[config.mk]
export PLATFORM = sky130hd
export DESIGN_NAME = song_editor_multi
export DESIGN_NICKNAME = d
export VERILOG_FILES = /design/src/rtl/song_editor_multi.sv
export SDC_FILE = /design/constraint.sdc
export NUM_CORES = 1
export LEC_CHECK = 0
export BUFFER_PORTS_ARGS = -buffer_cell sky130_fd_sc_hd__buf_2
export CORE_MARGIN = 2
export CORE_UTILIZATION = 30
export CTS_BUF_LIST = sky130_fd_sc_hd__clkbuf_4
export CTS_CLUSTER_DIAMETER = 80
export DETAILED_ROUTE_END_ITERATION = 12
export PLACE_DENSITY_LB_ADDON = 0.25
export SETUP_SLACK_MARGIN = 0.4
export SYNTH_ARGS = -nofsm -noshare
export SYNTH_HDL_FRONTEND = slang
export SYNTH_SLANG_ARGS = --single-unit
[constraint.sdc]
create_clock -name clk -period 3.74 [get_ports clk]
set_clock_uncertainty 0.1 [all_clocks]
set_input_delay 0.374 -clock clk [delete_from_list [all_inputs] [get_ports clk]]
set_output_delay 0.374 -clock clk [all_outputs]
set_load 0.005 [all_outputs]
[src/rtl/song_editor_multi.sv]
// Multi-lane song editor: records a LANES x STEPS note pattern from button pulses,
// with per-lane cursors, backspace and a swept clear. Optional lap-wrap mode: SONG_EDITOR_WRAP_EN.
module song_editor_multi #(
    parameter int                     LANES = 2,
    parameter int                     STEPS = 32,
    parameter logic [LANES*STEPS-1:0] INIT  = {32'hAAAAAAAA, 32'hCCCCCCCC}
) (
    input  logic                       clk,
    input  logic                       nrst,
    input  logic                       edit_en,
    input  logic [1:0]                 note_pulse,
    input  logic                       lane_next_pulse,
    input  logic                       back_pulse,
    input  logic                       clear_pulse,
    output logic [LANES*STEPS-1:0]     song,
    output logic [$clog2(LANES)-1:0]   cur_lane,
    output logic [$clog2(STEPS)-1:0]   position,
    output logic [LANES-1:0]           full,
    output logic                       busy
);
    localparam int            LW        = $clog2(LANES);
    localparam int            SW        = $clog2(STEPS);
    localparam logic [SW-1:0] LAST_STEP = SW'(STEPS - 1);
    localparam logic [LW-1:0] LAST_LANE = LW'(LANES - 1);

    typedef enum logic [1:0] {
        S_IDLE,
        S_EDIT,
        S_CLEAR
    } state_t;

    state_t                   r_state;
    state_t                   w_state_nxt;
    logic [LANES*STEPS-1:0]   r_song;
    logic [SW-1:0]            r_cursor [LANES];
    logic [LANES-1:0]         r_full;
    logic [LW-1:0]            r_lane;
    logic [SW-1:0]            r_idx;

    logic                     w_do_clear;
    logic                     w_do_next;
    logic                     w_do_back;
    logic                     w_do_note;
    logic [SW-1:0]            w_cur;
    logic [SW-1:0]            w_cur_inc;
    logic                     w_full;
    logic [LW+SW-1:0]         w_wr_idx;
    logic [LW+SW-1:0]         w_back_idx;

    assign w_cur      = r_cursor[r_lane];
    assign w_cur_inc  = w_cur + 1'b1;
    assign w_full     = r_full[r_lane];
    assign w_wr_idx   = {r_lane, w_cur};
    assign w_back_idx = {r_lane, w_cur_inc};

    always_ff @(posedge clk or negedge nrst) begin
        if (!nrst) begin
            r_state <= S_IDLE;
        end else begin
            r_state <= w_state_nxt;
        end
    end

    // One action per cycle in EDIT: clear > lane_next > back > note.
    always_comb begin
        w_state_nxt = r_state;
        w_do_clear  = 1'b0;
        w_do_next   = 1'b0;
        w_do_back   = 1'b0;
        w_do_note   = 1'b0;
        case (r_state)
            S_IDLE: begin
                if (edit_en) w_state_nxt = S_EDIT;
            end
            S_EDIT: begin
                if (!edit_en) begin
                    w_state_nxt = S_IDLE;
                end else if (clear_pulse) begin
                    w_state_nxt = S_CLEAR;
                    w_do_clear  = 1'b1;
                end else if (lane_next_pulse) begin
                    w_do_next = 1'b1;
                end else if (back_pulse) begin
                    w_do_back = 1'b1;
                end else if (note_pulse[0] ^ note_pulse[1]) begin
`ifdef SONG_EDITOR_WRAP_EN
                    w_do_note = 1'b1;
`else
                    w_do_note = !w_full;
`endif
                end
            end
            S_CLEAR: begin
                if (r_idx == '0) w_state_nxt = edit_en ? S_EDIT : S_IDLE;
            end
            default: w_state_nxt = S_IDLE;
        endcase
    end

    always_ff @(posedge clk or negedge nrst) begin
        if (!nrst) begin
            r_song <= INIT;
            for (int l = 0; l < LANES; l++) r_cursor[l] <= LAST_STEP;
            r_full <= '0;
            r_lane <= '0;
            r_idx  <= LAST_STEP;
        end else begin
            if (w_do_clear) r_idx <= LAST_STEP;

            // Sweep restores one step of every lane per cycle, top step first.
            if (r_state == S_CLEAR) begin
                for (int l = 0; l < LANES; l++) begin
                    r_song[{LW'(l), r_idx}] <= INIT[{LW'(l), r_idx}];
                end
                r_idx <= r_idx - 1'b1;
                if (r_idx == '0) begin
                    for (int l = 0; l < LANES; l++) r_cursor[l] <= LAST_STEP;
                    r_full <= '0;
                    r_lane <= '0;
                end
            end

            if (w_do_next) begin
                r_lane <= (r_lane == LAST_LANE) ? '0 : r_lane + 1'b1;
            end

            if (w_do_note) begin
                r_song[w_wr_idx] <= note_pulse[1];
                if (w_cur == '0) begin
                    r_full[r_lane] <= 1'b1;
`ifdef SONG_EDITOR_WRAP_EN
                    r_cursor[r_lane] <= LAST_STEP;
`endif
                end else begin
                    r_cursor[r_lane] <= w_cur - 1'b1;
                end
            end

            if (w_do_back) begin
`ifdef SONG_EDITOR_WRAP_EN
                if (w_cur != LAST_STEP) begin
                    r_cursor[r_lane]   <= w_cur_inc;
                    r_song[w_back_idx] <= INIT[w_back_idx];
                end
`else
                if (w_full) begin
                    r_full[r_lane]   <= 1'b0;
                    r_song[w_wr_idx] <= INIT[w_wr_idx];
                end else if (w_cur != LAST_STEP) begin
                    r_cursor[r_lane]   <= w_cur_inc;
                    r_song[w_back_idx] <= INIT[w_back_idx];
                end
`endif
            end
        end
    end

    assign song     = r_song;
    assign cur_lane = r_lane;
    assign position = w_cur;
    assign full     = r_full;
    assign busy     = (r_state == S_CLEAR);

endmodule

==> results <==
- In the synthesized netlist the dominant register cell turns out to be dfstp_2.
- The average via count per standard cell is just over 6.
- Max-cap violations in this run came to 0.
- The routability congestion estimate from global placement is roughly 0.94.
- The clock tree synthesis step divided the H-tree into 3 levels.
- The number of global-route vias before repair is 6,735.
- The clock sink total is 84.
- The kind of capture point of the worst setup path is a register.
- Registers take 0.002162 sq mm.
- The largest family of logic cells by synthesized area is simple AND/OR/NAND/NOR gates.
- The x dimension of the die is 154.7 um.
- The floorplan row count is 55.
- The most numerous cell in the Yosys netlist is nor2_1.
- Summed over all failing endpoints, the final setup total negative slack is 0 ps.
- The y dimension of the die is 154.7 um.
- The detailed router placed 7,175 vias in this run.
- The class of the most critical hold timing path is input pin to register.
- The register area share after synthesis is 0.3172.
- The cell depth of the worst flop-to-flop path is 8.
- The total global routing overflow is 0.
- The core box area is approximately 0.022 sq mm.
- The number of DRC violations after detailed-routing iteration 0 is around 810.
- Counting every net in the synthesized netlist gives 810.
- Ranked by instance count, the synthesized netlist is headed by nor2_1 (77), nand2_1 (67), mux2i_1 (55).
- The final-report max-slew violation count came to 0.
- The first-pass GRT wire length is 43.06 mm.
- The later-pin clock latency in the skew report is roughly 500 ps.
- Setup repair after global routing could not meet its margin everywhere.
- Summing all multi-input logic gate instances after layout gives 0.004384 sq mm.
- The register clock-pin slew on the reported worst setup and hold paths is 160 ps.
- During synthesis, Yosys emitted a total of 0 warnings.
- The final layout net count is about 880.
- Dividing the detail-routed wire length by the instance count gives 25.17 um.
- The first detailed-routing pass ran for 5 iterations.
- The hold violation total from the final report is 0.
- Of the cells placed in the final design, the portion with a size suffix greater than 1 is 0.2826.
- For this run, design rule violations remaining after detail routing come to 0.
- Across the VDD grid, the largest voltage drop is 0.3653 mV.
- From synthesis to final layout, the design area changed by 14.92%.
- The synthesized design spends more area on one cell type than any other, namely dfstp_2.
- Counting I/O delays and the setup requirement, the final critical path takes 3224 ps.
- Setup violations remaining at the end of the flow were counted as 0.
- The count of unique library cells instantiated by Yosys is 77.
- Summing internal, switching and leakage power gives 5.517 mW.
- Derived from the worst setup path, the maximum achievable clock frequency is 310.2 MHz.
- The global-route usage over all layers is 0.2406.
- The share of synthesized area in the top cell type comes to 0.1813.
- Port buffering added 80 buffers.
- Synthesis inferred 84 register bits.
- Once detailed placement completed, the half-perimeter wirelength came to 21.27 mm.
- Summed over all cells, the static leakage comes to 2.908 nW.
- The data arrival at the endpoint of the critical path is 3540 ps.
- TritonCTS built the clock tree.
- The initial antenna violation count is 2.
- The flow ran to the end, and the final reports show no timing, DRC or antenna violations.
- Of the total synthesized cell area, the portion taken by AND, OR, NAND and NOR gates is 0.2566.
- Buffers inserted during clock tree synthesis total 9.
- Counting flops with a built-in enable in the synthesized netlist gives 0.
- The category of the worst setup path launch point is a register.
- At the worst endpoint, the required time is 4060 ps.
- The number of stages on the worst hold path is 3.
- Counting the fill cells in the layout gives 2,367.
- The post-synthesis compound-gate area fraction is 0.2202.
- For this design the ratio of total power to cell area is 704.8 mW/mm^2.
- Once detail routing completed, the nets flagged for antenna violations numbered 0.
- Of the total synthesized cell area, the portion taken by full adders, half adders and majority gates is 0.01286.
- The initial core utilization is 0.3036.
- Synthesis handed over a netlist of 795 instances.
- The full die area is 0.02393 sq mm.
- The synthesized-area fraction occupied by xor and xnor cells is 0.01139.
- The synthesized netlist occupies a cell area of roughly 0.0068 sq mm.
- The final critical-path share of the clock period is 0.8619.
- The tree is rooted in a clkbuf_4.
- The largest fanout on the critical path is 11.
- The maximum number of pins on one net before global-route repair is 63.
- The classification of the worst setup path is register to register.
- By area the synthesized netlist is led by dfstp_2 (18%), dfrtp_1 (14%), mux2i_1 (8.1%), mux2_2 (4.5%), nor2_1 (4.2%).
- The count of boundary I/O pins is 81.
- The worst relative slew slack is 0.2486.
- For the pin with the worst max-slew slack, the measured transition is ~1100 ps.
- For this run, asynchronously set or reset flops after synthesis account for 1.000.
- The portion of synthesized area spent on multiplexers is 0.1363.
- The detailed-route wire length is 29.22 mm.
- The clock passes through at most 2 buffers.
- Dividing the synthesized area by the synthesized cell count gives 8.568 sq um.
cells in the final DEF (no fill, tap or decap), types with 11 or more instances in the layout:
master and instances:
a221o_1 11, dfstp_2 47, a211oi_1 14, o21ai_0 41
nand3_1 36, buf_4 44, nor3_1 33, nand2_1 67
nand2b_1 18, mux2_2 27, a31oi_1 15, mux2i_1 53
a21oi_1 37, nor2_1 77, dfrtp_1 36, buf_2 79
repair_timing:
item                       in CTS  in global routing
hold buffers                    1                  0
resized for setup               2                  5
setup endpoints to repair       3                 31
pin swaps                       0                  0
buffers inserted                0                  2
hold endpoints to repair       20                  0
critical path, stage by stage, from the launching register on:
cell     delay (ps)
dfstp_2         710
inv_1           240
o21ai_0         470
ha_4            320
or3b_2          540
mux2i_4         220
buf_4           190
a21oi_1          60
a211o_1         290
stage by stage:
step                      cells  area (sq um)  setup slack (ps)  hold slack, ps    util
final                      1161          7828             516.4           26.07  0.3489
after floorplan             795          6812             474.9          -21.59       -
after detailed placement   1140          7609             371.8           458.2  0.3392
after CTS                  1157          7772             365.2           15.13  0.3465
after global placement     1140          7609             435.0           461.1  0.3392
after global routing       1160          7825             395.9           48.63  0.3488
kinds of logic (layout without fill, tap and decap cells):
group,count (synthesis),after routing
other,0,2
xor gates and xnor gates,8,8
and+or+nand+nor,325,325
adders and majority gates,7,7
buffers and inverters,71,150
muxes,86,86
DFF,84,84
AOI/OAI and AO/OA,214,214
cell type report:
| class | instances | share of cell area |
|---|---|---|
| Clock inverter | 6 | 0.009111 |
| Multi-Input combinational cell | 640 | 0.5601 |
| Tap cell | 285 | 0.04556 |
| Inverter | 10 | 0.004795 |
| Antenna cell | 2 | 0.0006394 |
| Timing Repair Buffer | 124 | 0.09399 |
| Clock buffer | 10 | 0.009591 |
| Sequential cell | 84 | 0.2762 |
state kept, by name, indices dropped and copies added, names as in the netlist:
signal / flops
r_idx: 5
r_state: 2
full: 2
r_cursor: 10
cur_lane: 1
song: 64
where the power goes:
group / internal (mW) / leakage (nW) / switching, mW / total (mW)
Clock: 0.216 / 0.0736 / 0.383 / 0.600
Combinational: 1.15 / 1.93 / 2.26 / 3.41
Sequential: 1.20 / 0.908 / 0.313 / 1.51
metal layers:
metal	track usage	vias to the layer above	routed length, um
met5	0	-	0
met3	0.05548	99	2754
met2	0.3523	416	12380
met4	0.1204	0	1430
li1	-	3186	-
met1	0.3319	3474	12650
worst paths after layout:
check / start / to / slack (ps)
worst max register to register: r_cursor[9] / song[46] / 520
worst min-delay path: edit_en / r_state[0] / 30
max in group asynchronous: nrst / song[49] / 2290
min in group asynchronous: nrst / r_state[1] / 420
worst min register to register: r_idx[3] / r_idx[3] / 510
worst max-delay path: r_cursor[9] / song[46] / 520
No activity file was read; power rests on OpenSTA's default activity.
